### src/rtl/lmem_port_arbiter_if.sv
// Layer-memory port bundle: engine-side command/return signals plus the shared memory port.
// slave is the arbiter's view; master is the engines/memory view.
interface lmem_port_arbiter_if #(
    parameter int N = 3
);
    logic [N-1:0]      req;
    logic [N-1:0]      we;
    logic [N-1:0]      lock;
    logic [3*N-1:0]    sel;
    logic [12*N-1:0]   addr;
    logic [20*N-1:0]   wdata;
    logic [N-1:0]      gnt;
    logic [N-1:0]      rvalid;
    logic [19:0]       rdata;
    logic              cwr;
    logic              crd;
    logic [2:0]        csel;
    logic [11:0]       caddr_wr;
    logic [11:0]       caddr_rd;
    logic [19:0]       cdata_wr;
    logic [19:0]       cdata_rd;

    modport slave (
        input  req, we, lock, sel, addr, wdata, cdata_rd,
        output gnt, rvalid, rdata, cwr, crd, csel, caddr_wr, caddr_rd, cdata_wr
    );

    modport master (
        output req, we, lock, sel, addr, wdata, cdata_rd,
        input  gnt, rvalid, rdata, cwr, crd, csel, caddr_wr, caddr_rd, cdata_wr
    );
endinterface

### src/rtl/lmem_port_arbiter.sv
// Round-robin arbiter sharing one layer-memory port among N engines, with a bounded
// grant lock for read-modify-write bursts and ID-tagged read return.
module lmem_port_arbiter #(
    parameter int N        = 3,
    parameter int RD_LAT   = 1,
    parameter int LOCK_MAX = 8
) (
    input  logic               clk,
    input  logic               reset,
    lmem_port_arbiter_if.slave bus
);
    localparam int IW = (N > 1) ? $clog2(N) : 1;
    localparam int CW = $clog2(LOCK_MAX + 1);

    localparam logic [0:0] UNLOCKED = 1'b0;
    localparam logic [0:0] LOCKED   = 1'b1;

    logic [0:0]    state;
    logic [IW-1:0] lock_id;
    logic [CW-1:0] lock_cnt;
    logic [IW-1:0] rr_ptr;

    logic          held;
    logic [IW-1:0] start;
    logic          gnt_any;
    logic [IW-1:0] gid;

    logic          cwr, crd;
    logic [2:0]    csel;
    logic [11:0]   caddr_wr, caddr_rd;
    logic [19:0]   cdata_wr;

    logic [RD_LAT:0]           vld_pipe;
    logic [RD_LAT:0][IW-1:0]   id_pipe;

    function automatic logic [IW-1:0] wrap(input int v);
        return IW'((v >= N) ? v - N : v);
    endfunction

    // A lock at its limit stops holding this cycle; arbitration resumes after the owner.
    assign held  = (state == LOCKED) && (lock_cnt != CW'(LOCK_MAX));
    assign start = (state == LOCKED) ? wrap(int'(lock_id) + 1) : rr_ptr;

    always_comb begin
        gnt_any = 1'b0;
        gid     = '0;
        if (held) begin
            if (bus.req[lock_id]) begin
                gnt_any = 1'b1;
                gid     = lock_id;
            end
        end else begin
            for (int j = 0; j < N; j++) begin
                if (!gnt_any && bus.req[wrap(int'(start) + j)]) begin
                    gnt_any = 1'b1;
                    gid     = wrap(int'(start) + j);
                end
            end
        end
    end

    assign bus.gnt      = gnt_any ? (N'(1) << gid) : '0;
    assign bus.rvalid   = vld_pipe[RD_LAT] ? (N'(1) << id_pipe[RD_LAT]) : '0;
    assign bus.rdata    = bus.cdata_rd;
    assign bus.cwr      = cwr;
    assign bus.crd      = crd;
    assign bus.csel     = csel;
    assign bus.caddr_wr = caddr_wr;
    assign bus.caddr_rd = caddr_rd;
    assign bus.cdata_wr = cdata_wr;

    always_ff @(posedge clk) begin
        if (!reset) begin
            cwr      <= 1'b0;
            crd      <= 1'b0;
            csel     <= '0;
            caddr_wr <= '0;
            caddr_rd <= '0;
            cdata_wr <= '0;
            state    <= UNLOCKED;
            lock_id  <= '0;
            lock_cnt <= '0;
            rr_ptr   <= '0;
            vld_pipe <= '0;
            id_pipe  <= '0;
        end else begin
            cwr  <= gnt_any && bus.we[gid];
            crd  <= gnt_any && !bus.we[gid];
            csel <= gnt_any ? bus.sel[int'(gid)*3 +: 3] : 3'd0;
            if (gnt_any && bus.we[gid]) begin
                caddr_wr <= bus.addr[int'(gid)*12 +: 12];
                cdata_wr <= bus.wdata[int'(gid)*20 +: 20];
            end
            if (gnt_any && !bus.we[gid])
                caddr_rd <= bus.addr[int'(gid)*12 +: 12];

            // Stage 0 lines up with the crd-high cycle; stage RD_LAT with cdata_rd.
            vld_pipe <= {vld_pipe[RD_LAT-1:0], gnt_any && !bus.we[gid]};
            id_pipe  <= {id_pipe[RD_LAT-1:0], gid};

            if (held) begin
                if (gnt_any && bus.lock[gid]) begin
                    lock_cnt <= lock_cnt + 1'b1;
                end else begin
                    state    <= UNLOCKED;
                    lock_cnt <= '0;
                    rr_ptr   <= start;
                end
            end else begin
                state    <= UNLOCKED;
                lock_cnt <= '0;
                rr_ptr   <= start;
                if (gnt_any) begin
                    if (bus.lock[gid]) begin
                        state    <= LOCKED;
                        lock_id  <= gid;
                        lock_cnt <= CW'(1);
                    end else begin
                        rr_ptr <= wrap(int'(gid) + 1);
                    end
                end
            end
        end
    end
endmodule
### src/flat_wrapper.sv
// flat-port wrapper written by rule: the top's interface ports become plain ports
module lmem_port_arbiter_flat 
#(
    parameter int N        = 3,
    parameter int RD_LAT   = 1,
    parameter int LOCK_MAX = 8
)
  (clk, reset, bus_req, bus_we, bus_lock, bus_sel, bus_addr, bus_wdata, bus_cdata_rd, bus_gnt, bus_rvalid, bus_rdata, bus_cwr, bus_crd, bus_csel, bus_caddr_wr, bus_caddr_rd, bus_cdata_wr);
  lmem_port_arbiter_if #(.N(N)) bus_i ();
  input  logic clk;
  input  logic reset;
  input wire logic [$bits(bus_i.req)-1:0] bus_req;
  input wire logic [$bits(bus_i.we)-1:0] bus_we;
  input wire logic [$bits(bus_i.lock)-1:0] bus_lock;
  input wire logic [$bits(bus_i.sel)-1:0] bus_sel;
  input wire logic [$bits(bus_i.addr)-1:0] bus_addr;
  input wire logic [$bits(bus_i.wdata)-1:0] bus_wdata;
  input wire logic [$bits(bus_i.cdata_rd)-1:0] bus_cdata_rd;
  output wire logic [$bits(bus_i.gnt)-1:0] bus_gnt;
  output wire logic [$bits(bus_i.rvalid)-1:0] bus_rvalid;
  output wire logic [$bits(bus_i.rdata)-1:0] bus_rdata;
  output wire logic [$bits(bus_i.cwr)-1:0] bus_cwr;
  output wire logic [$bits(bus_i.crd)-1:0] bus_crd;
  output wire logic [$bits(bus_i.csel)-1:0] bus_csel;
  output wire logic [$bits(bus_i.caddr_wr)-1:0] bus_caddr_wr;
  output wire logic [$bits(bus_i.caddr_rd)-1:0] bus_caddr_rd;
  output wire logic [$bits(bus_i.cdata_wr)-1:0] bus_cdata_wr;
  assign bus_i.req = bus_req;
  assign bus_i.we = bus_we;
  assign bus_i.lock = bus_lock;
  assign bus_i.sel = bus_sel;
  assign bus_i.addr = bus_addr;
  assign bus_i.wdata = bus_wdata;
  assign bus_i.cdata_rd = bus_cdata_rd;
  assign bus_gnt = bus_i.gnt;
  assign bus_rvalid = bus_i.rvalid;
  assign bus_rdata = bus_i.rdata;
  assign bus_cwr = bus_i.cwr;
  assign bus_crd = bus_i.crd;
  assign bus_csel = bus_i.csel;
  assign bus_caddr_wr = bus_i.caddr_wr;
  assign bus_caddr_rd = bus_i.caddr_rd;
  assign bus_cdata_wr = bus_i.cdata_wr;
  lmem_port_arbiter #(.N(N), .RD_LAT(RD_LAT), .LOCK_MAX(LOCK_MAX)) u_core (.clk(clk), .reset(reset), .bus(bus_i));
endmodule
### config.mk
export PLATFORM = sky130hd
export DESIGN_NAME = lmem_port_arbiter_flat
export DESIGN_NICKNAME = d
export VERILOG_FILES = /design/src/rtl/lmem_port_arbiter_if.sv /design/src/rtl/lmem_port_arbiter.sv /design/src/flat_wrapper.sv
export SDC_FILE = /design/constraint.sdc
export NUM_CORES = 1
export LEC_CHECK = 0
export ABC_AREA = 0
export BUFFER_PORTS_ARGS = -buffer_cell sky130_fd_sc_hd__buf_2
export CORE_MARGIN = 8
export CORE_UTILIZATION = 45
export CTS_CLUSTER_DIAMETER = 60
export DETAILED_ROUTE_END_ITERATION = 12
export PLACE_DENSITY = 0.82
export SETUP_SLACK_MARGIN = 0.1
export SYNTH_ARGS = -nofsm -noshare
export SYNTH_HDL_FRONTEND = slang
export SYNTH_SLANG_ARGS = --single-unit
### constraint.sdc
create_clock -name clk -period 3.5 [get_ports clk]
set_input_delay 0.175 -clock clk [delete_from_list [all_inputs] [get_ports clk]]
set_output_delay 0.175 -clock clk [all_outputs]
set_load 0.01 [all_outputs]
==> impl_metrics.tcl, run 1 <==
set metrics [dict create \
    drtIter0Drc 152 \
    viasPerCell 5.42 \
    final.min_clock_period_ns 3.31 \
    leakage_nw 2.42 \
    crit_required_ns 3.76 \
    finalSetupViolations 0 \
    area_growth_pct 31.6 \
    io_buffers 170 \
    place_area_um2 4450 \
    finClkSkew_ns 0.0141 \
    grt_max_degree 83 \
    ios 211 \
    ys.flop_type "dfxtp_1" \
    dp_hpwl_um 8440 \
    die_area_um2 11300 \
    tightest_slew_ns 0.771 \
    yosysMostFrequentCell "nand2_1" \
    yosysSeqAreaShare_pct 34.3 \
    multiInputGateArea_um2 2160 \
    die_y_um 106 \
    diodes 0 \
    grt_pass1_wl_um 17700 \
    async_flop_share_pct 0 \
    grt_usage_pct 18.9 \
    wl_per_cell_um 17.2 \
    yosys-top-cells-count "83 x nand2_1, 70 x mux2i_1, 63 x dfxtp_1" \
    syn-num-nets 571 \
    route.detailed.drc 0 \
    firstDrtPassIters 4 \
    grt_pass1_vias 3821 \
    design_area_um2 4850 \
    layout-drive-gt1-share_pct 39.2 \
    core_um2 8090 \
    clockBufferDepth 2 \
    vdd_drop_max_uv 604 \
    yosys_warnings 0 \
    cts_root_buf "clkbuf_8" \
    synth_edf_count 0 \
    nNetsFinal 715 \
    regToRegSetupSlack_ns 0.19 \
    vias 3694 \
    p_per_area_nw_per_um2 1090 \
    ctsHoldBuffers 0 \
    antenna_found_initial 0 \
    maxCapViolCount 0 \
    ys_types 51 \
    nFillCells 732 \
    cts_tree "built" \
    initial_utilization_pct 45.5 \
    ant_nets 0 \
    ys_ff_latch 63 \
    relSlewSlack_pct 48.6 \
    grt_setup_unrepaired "false" \
    synthTopCellsByArea "dfxtp_1 34%, mux2i_1 19%, nand2_1 8.5%" \
    path_max_fanout 13 \
    syn_area_um2 3680 \
    cts_sinks 63 \
    synth_top_cell_by_area "dfxtp_1" \
    seqCellArea_um2 1260 \
    gp_congestion 0.831 \
    dieWidth_um 106 \
    insertion_delay_ns 0.33 \
    fmax_mhz 303 \
    hp-class "in -> reg" \
    fin_crit_sh_pct 94.4 \
    finalSetupTns_ns 0 \
    status "finished clean" \
    htree_levels 3 \
    finalWorstSetupSlack_ns 0.195 \
    rows 33 \
    startpoint_type "flip-flop" \
    overflow 0 \
    wl_um 11700 \
    syn_avg_cell_area_um2 8.60 \
    synth_top_cell_area_share_pct 34.3 \
    cts_inserted_buffers 9 \
    finalHoldViolCount 0 \
    arrival_ns 3.56 \
    path_clk_slew_ns 0.07 \
    slew_viol_final 0 \
    place_ws_ns 0.0766 \
    path_class "reg -> reg" \
    critical_path.endpoint_type "flip-flop" \
    netlist_instances 428 \
]
## routing by layer
layer	vias up	track usage, %	routed length [um]
met5	-	0	0
met4	0	8.64	228
met3	32	6.11	984
met2	157	32.5	5670
met1	1710	20.6	4820
li1	1795	-	-
## stage by stage
step	utilization (%)	hold WS [ns]	instances	power, mW
finish	59.9	0.130	682	5.27
global route	59.9	0.121	682	5.64
CTS	57.5	0.110	675	4.80
detailed placement	55.0	0.350	659	4.13
global placement	55.0	0.350	659	4.03
floorplan	-	0.358	428	3.35
## final timing paths
check | to | depth (start not counted) | from
hold / removal | u_core.bus.cdata_wr[17]$_SDFFE_PN0P_ | 3 | bus_wdata[57]
hold reg to reg | u_core.id_pipe[3]$_SDFF_PN0_ | 1 | u_core.id_pipe[1]$_SDFF_PN0_
setup reg to reg | u_core.bus.caddr_wr[11]$_SDFFE_PN0P_ | 14 | u_core.lock_id[1]$_SDFFE_PN0P_
setup / recovery | u_core.bus.caddr_wr[11]$_SDFFE_PN0P_ | 14 | u_core.lock_id[1]$_SDFFE_PN0P_
## kinds of logic after synthesis
kind of cell	synth area share, %
adder cells (fa/ha/maj)	2.38
multiplexers	19.6
flip-flops	34.3
AND/OR/NAND/NOR	15.7
AO/OA/AOI/OAI	17.9
buffers and inverters	9.65
XOR/XNOR	0.476
## layout by cell type (no fill, tap or decap), types with 4 or more instances in the layout
cell / netlist / final
buf_2: 7 / 170
buf_4: 24 / 8
buf_6: 1 / 4
clkbuf_8: 0 / 10
dfxtp_1: 63 / 61
ha_1: 7 / 4
inv_1: 13 / 11
mux2i_1: 70 / 68
nand2_1: 83 / 83
nor2_1: 14 / 14
nor3_1: 4 / 4
o2111ai_1: 21 / 20
o211ai_1: 12 / 12
o21ai_0: 24 / 23
## power by group
part           switching, mW  internal [mW]  leakage, nW
logic                   1.95           1.61         1.80
clock network          0.289          0.344       0.0981
registers              0.129          0.950        0.519
## flip-flops by register name, indices dropped and copies added, names as in the netlist
| signal | cells |
|---|---|
| u_core.bus.csel | 3 |
| u_core.id_pipe | 4 |
| u_core.vld_pipe | 2 |
| u_core.state | 1 |
| u_core.bus.cwr | 1 |
| u_core.bus.caddr_wr | 12 |
| u_core.bus.caddr_rd | 12 |
| u_core.lock_id | 2 |
| u_core.rr_ptr | 2 |
| u_core.bus.cdata_wr | 20 |
| u_core.lock_cnt | 4 |
## repair_timing
| action | 4_1_cts | 5_1_grt |
|---|---|---|
| endpoints found under the setup margin | 28 | 54 |
| gates cloned | 0 | 3 |
| setup buffers | 0 | 4 |
| gates resized for setup | 3 | 21 |
| pin swaps | 0 | 4 |
## final cells by class
cell class                 instances  share of cell area (%)
sequential                        63                    26.1
inverter                          13                    1.01
multi-input combinational        299                    44.5
timing repair buffer             186                    21.6
clock inverter                     6                    1.24
tap                              105                    2.71
clock buffer                      10                    2.84
## critical path, cell delays in order (launching register included)
cell,delay (ns)
dfxtp_1,0.37
inv_2,0.07
ha_4,0.28
mux2i_1,0.08
ha_2,0.43
mux2_2,0.38
nor2_1,0.13
o2111ai_2,0.15
a21o_4,0.28
mux2i_4,0.21
a211oi_4,0.21
buf_6,0.16
buf_6,0.11
clkbuf_16,0.17
mux2i_1,0.19
Note: power is estimated with default switching activity, not from simulation.
==> run 2: changes to the inputs <==
- CORE_UTILIZATION: 45 -> 48
- PLACE_DENSITY: 0.82 -> 0.86
- clock period: 3.5 -> 4.2 ns (I/O delays scaled with it)
==> run 2 against run 1 <==
  * Routed wire length is 12% lower
  * Combinational power is 31% lower
  * Global-route usage shrank 0.34 points
  * Clock-buffer cell count up 2
==> impl_metrics.tcl, run 2 (synthesis results as in run 1) <==
set metrics [dict create \
    regToRegSetupSlack_ns 0.54 \
    path_clk_slew_ns 0.07 \
    cts_inserted_buffers 9 \
    io_buffers 170 \
    min_from "bus_wdata[48]" \
    fmax_mhz 273 \
    maxCapViolCount 0 \
    rows 32 \
    arrival_ns 3.90 \
    grt_usage_pct 18.5 \
    regMostFlops "u_core.bus.cdata_wr" \
    final.min_clock_period_ns 3.66 \
    crit_required_ns 4.44 \
    wl_um 10300 \
    worstRegToRegCells 14 \
    fin_total_pwr_mw 3.83 \
    grt_max_degree 83 \
    min_to "u_core.bus.cdata_wr[8]$_SDFFE_PN0P_" \
    hold_depth 3 \
    largest_reg_flops 20 \
    dp_hpwl_um 8040 \
    initial_utilization_pct 48.6 \
    firstDrtPassIters 4 \
    cts_sinks 63 \
    seqCellArea_um2 1260 \
    relSlewSlack_pct 49.7 \
    route.detailed.drc 0 \
    gp_congestion 0.812 \
    cts_tree "built" \
    path_max_fanout 42 \
    diodes 0 \
    place_area_um2 4430 \
    tightest_slew_ns 0.755 \
    r2r-start "u_core.lock_id[1]$_SDFFE_PN0P_" \
    area_growth_pct 25.4 \
    design_area_um2 4620 \
    grt_pass1_vias 3596 \
    nFillCells 660 \
    die_y_um 104 \
    finalSetupTns_ns 0 \
    grt_pass1_wl_um 16900 \
    wl_per_cell_um 15.4 \
    ctsHoldBuffers 0 \
    clockBufferDepth 2 \
    finalWorstSetupSlack_ns 0.542 \
    hold_slack_ns 0.164 \
    viasPerCell 5.29 \
    core_um2 7570 \
    insertion_delay_ns 0.33 \
    place_ws_ns 0.444 \
    ios 211 \
    dieWidth_um 104 \
    fin_crit_sh_pct 87.1 \
    layout_common_cells "170 x buf_2, 83 x nand2_1, 70 x mux2i_1" \
    vias 3538 \
    hp-class "in -> reg" \
    grt_setup_unrepaired "false" \
    finClkSkew_ns 0.00996 \
    largest_registers "u_core.bus.cdata_wr: 20 flops, u_core.bus.caddr_rd: 12 flops, u_core.bus.caddr_wr: 12 flops" \
    finalSetupViolations 0 \
    critical_path.endpoint_type "flip-flop" \
    die_area_um2 10700 \
    finalHoldViolCount 0 \
    status "finished clean" \
    path_class "reg -> reg" \
    cts_root_buf "clkbuf_8" \
    antenna_found_initial 0 \
    overflow 0 \
    htree_levels 3 \
    layout_commonest_cell "buf_2" \
    vdd_drop_max_uv 503 \
    leakage_nw 2.34 \
    startpoint_type "flip-flop" \
    p_per_area_nw_per_um2 831 \
    rr_endpoint "u_core.bus.caddr_rd[10]$_SDFFE_PN0P_" \
    drtIter0Drc 190 \
    layout-drive-gt1-share_pct 35.4 \
    ant_nets 0 \
    slew_viol_final 0 \
    nNetsFinal 705 \
    multiInputGateArea_um2 2070 \
]
run 2: worst max-delay path by stage:
| stage | startpoint | endpoint | slack (ns) | depth (start not counted) |
|---|---|---|---|---|
| after CTS | u_core.lock_id[1]$_SDFFE_PN0P_ | u_core.bus.caddr_rd[10]$_SDFFE_PN0P_ | 0.43 | 13 |
| after global routing | u_core.lock_id[1]$_SDFFE_PN0P_ | u_core.bus.caddr_rd[10]$_SDFFE_PN0P_ | 0.22 | 13 |
| after detailed placement | u_core.lock_id[1]$_SDFFE_PN0P_ | u_core.bus.caddr_rd[10]$_SDFFE_PN0P_ | 0.44 | 13 |
| final | u_core.lock_id[1]$_SDFFE_PN0P_ | u_core.bus.caddr_rd[10]$_SDFFE_PN0P_ | 0.54 | 14 |
| after floorplan | u_core.lock_id[1]$_SDFFE_PN0P_ | u_core.rr_ptr[1]$_SDFFE_PN0P_ | 1.11 | 14 |
| after global placement | u_core.lock_id[1]$_SDFFE_PN0P_ | u_core.bus.caddr_rd[7]$_SDFFE_PN0P_ | 0.65 | 13 |
run 2: area by class of cell:
| class | instances | area share, % |
|---|---|---|
| clock buffer | 12 | 3.36 |
| clock inverter | 4 | 0.623 |
| inverter | 13 | 1.06 |
| multi-input combinational | 299 | 44.9 |
| sequential | 63 | 27.3 |
| tap | 102 | 2.76 |
| timing repair buffer | 176 | 20.0 |
run 2: worst max-delay path: stages (launching register included):
cell,delay (ns)
dfxtp_1,0.35
inv_1,0.09
ha_1,0.33
mux2i_1,0.10
ha_1,0.44
a22o_1,0.23
nor4_2,0.34
o21bai_1,0.14
a22o_2,0.25
buf_4,0.27
a21oi_1,0.32
a21oi_1,0.14
nor2_2,0.12
buf_4,0.24
mux2i_1,0.22
run 2: per-layer routing:
metal | share of wire, % | global-route usage, % | wire [um]
met1 | 42 | 20.6 | 4340
met2 | 48 | 31.0 | 4950
met3 | 7.8 | 7.37 | 799
met4 | 2.1 | 7.03 | 216
met5 | 0 | 0 | 0
run 2: repair_timing:
action	4_1_cts	5_1_grt
buffers inserted	0	0
endpoints found under the setup margin	0	2
gates resized for setup	0	1
run 2: metrics by stage:
| stage | utilization [%] | std cells |
|---|---|---|
| 5_1_grt | 61.0 | 669 |
| 6_report | 61.0 | 669 |
| 3_3_place_gp | 58.5 | 653 |
| 2_1_floorplan | - | 428 |
| 4_1_cts | 60.9 | 669 |
| 3_5_place_dp | 58.5 | 653 |
run 2: power by group:
part,switching [mW],internal [mW]
logic,1.42,1.05
registers,0.0989,0.789
clock network,0.236,0.248
total,1.75,2.08
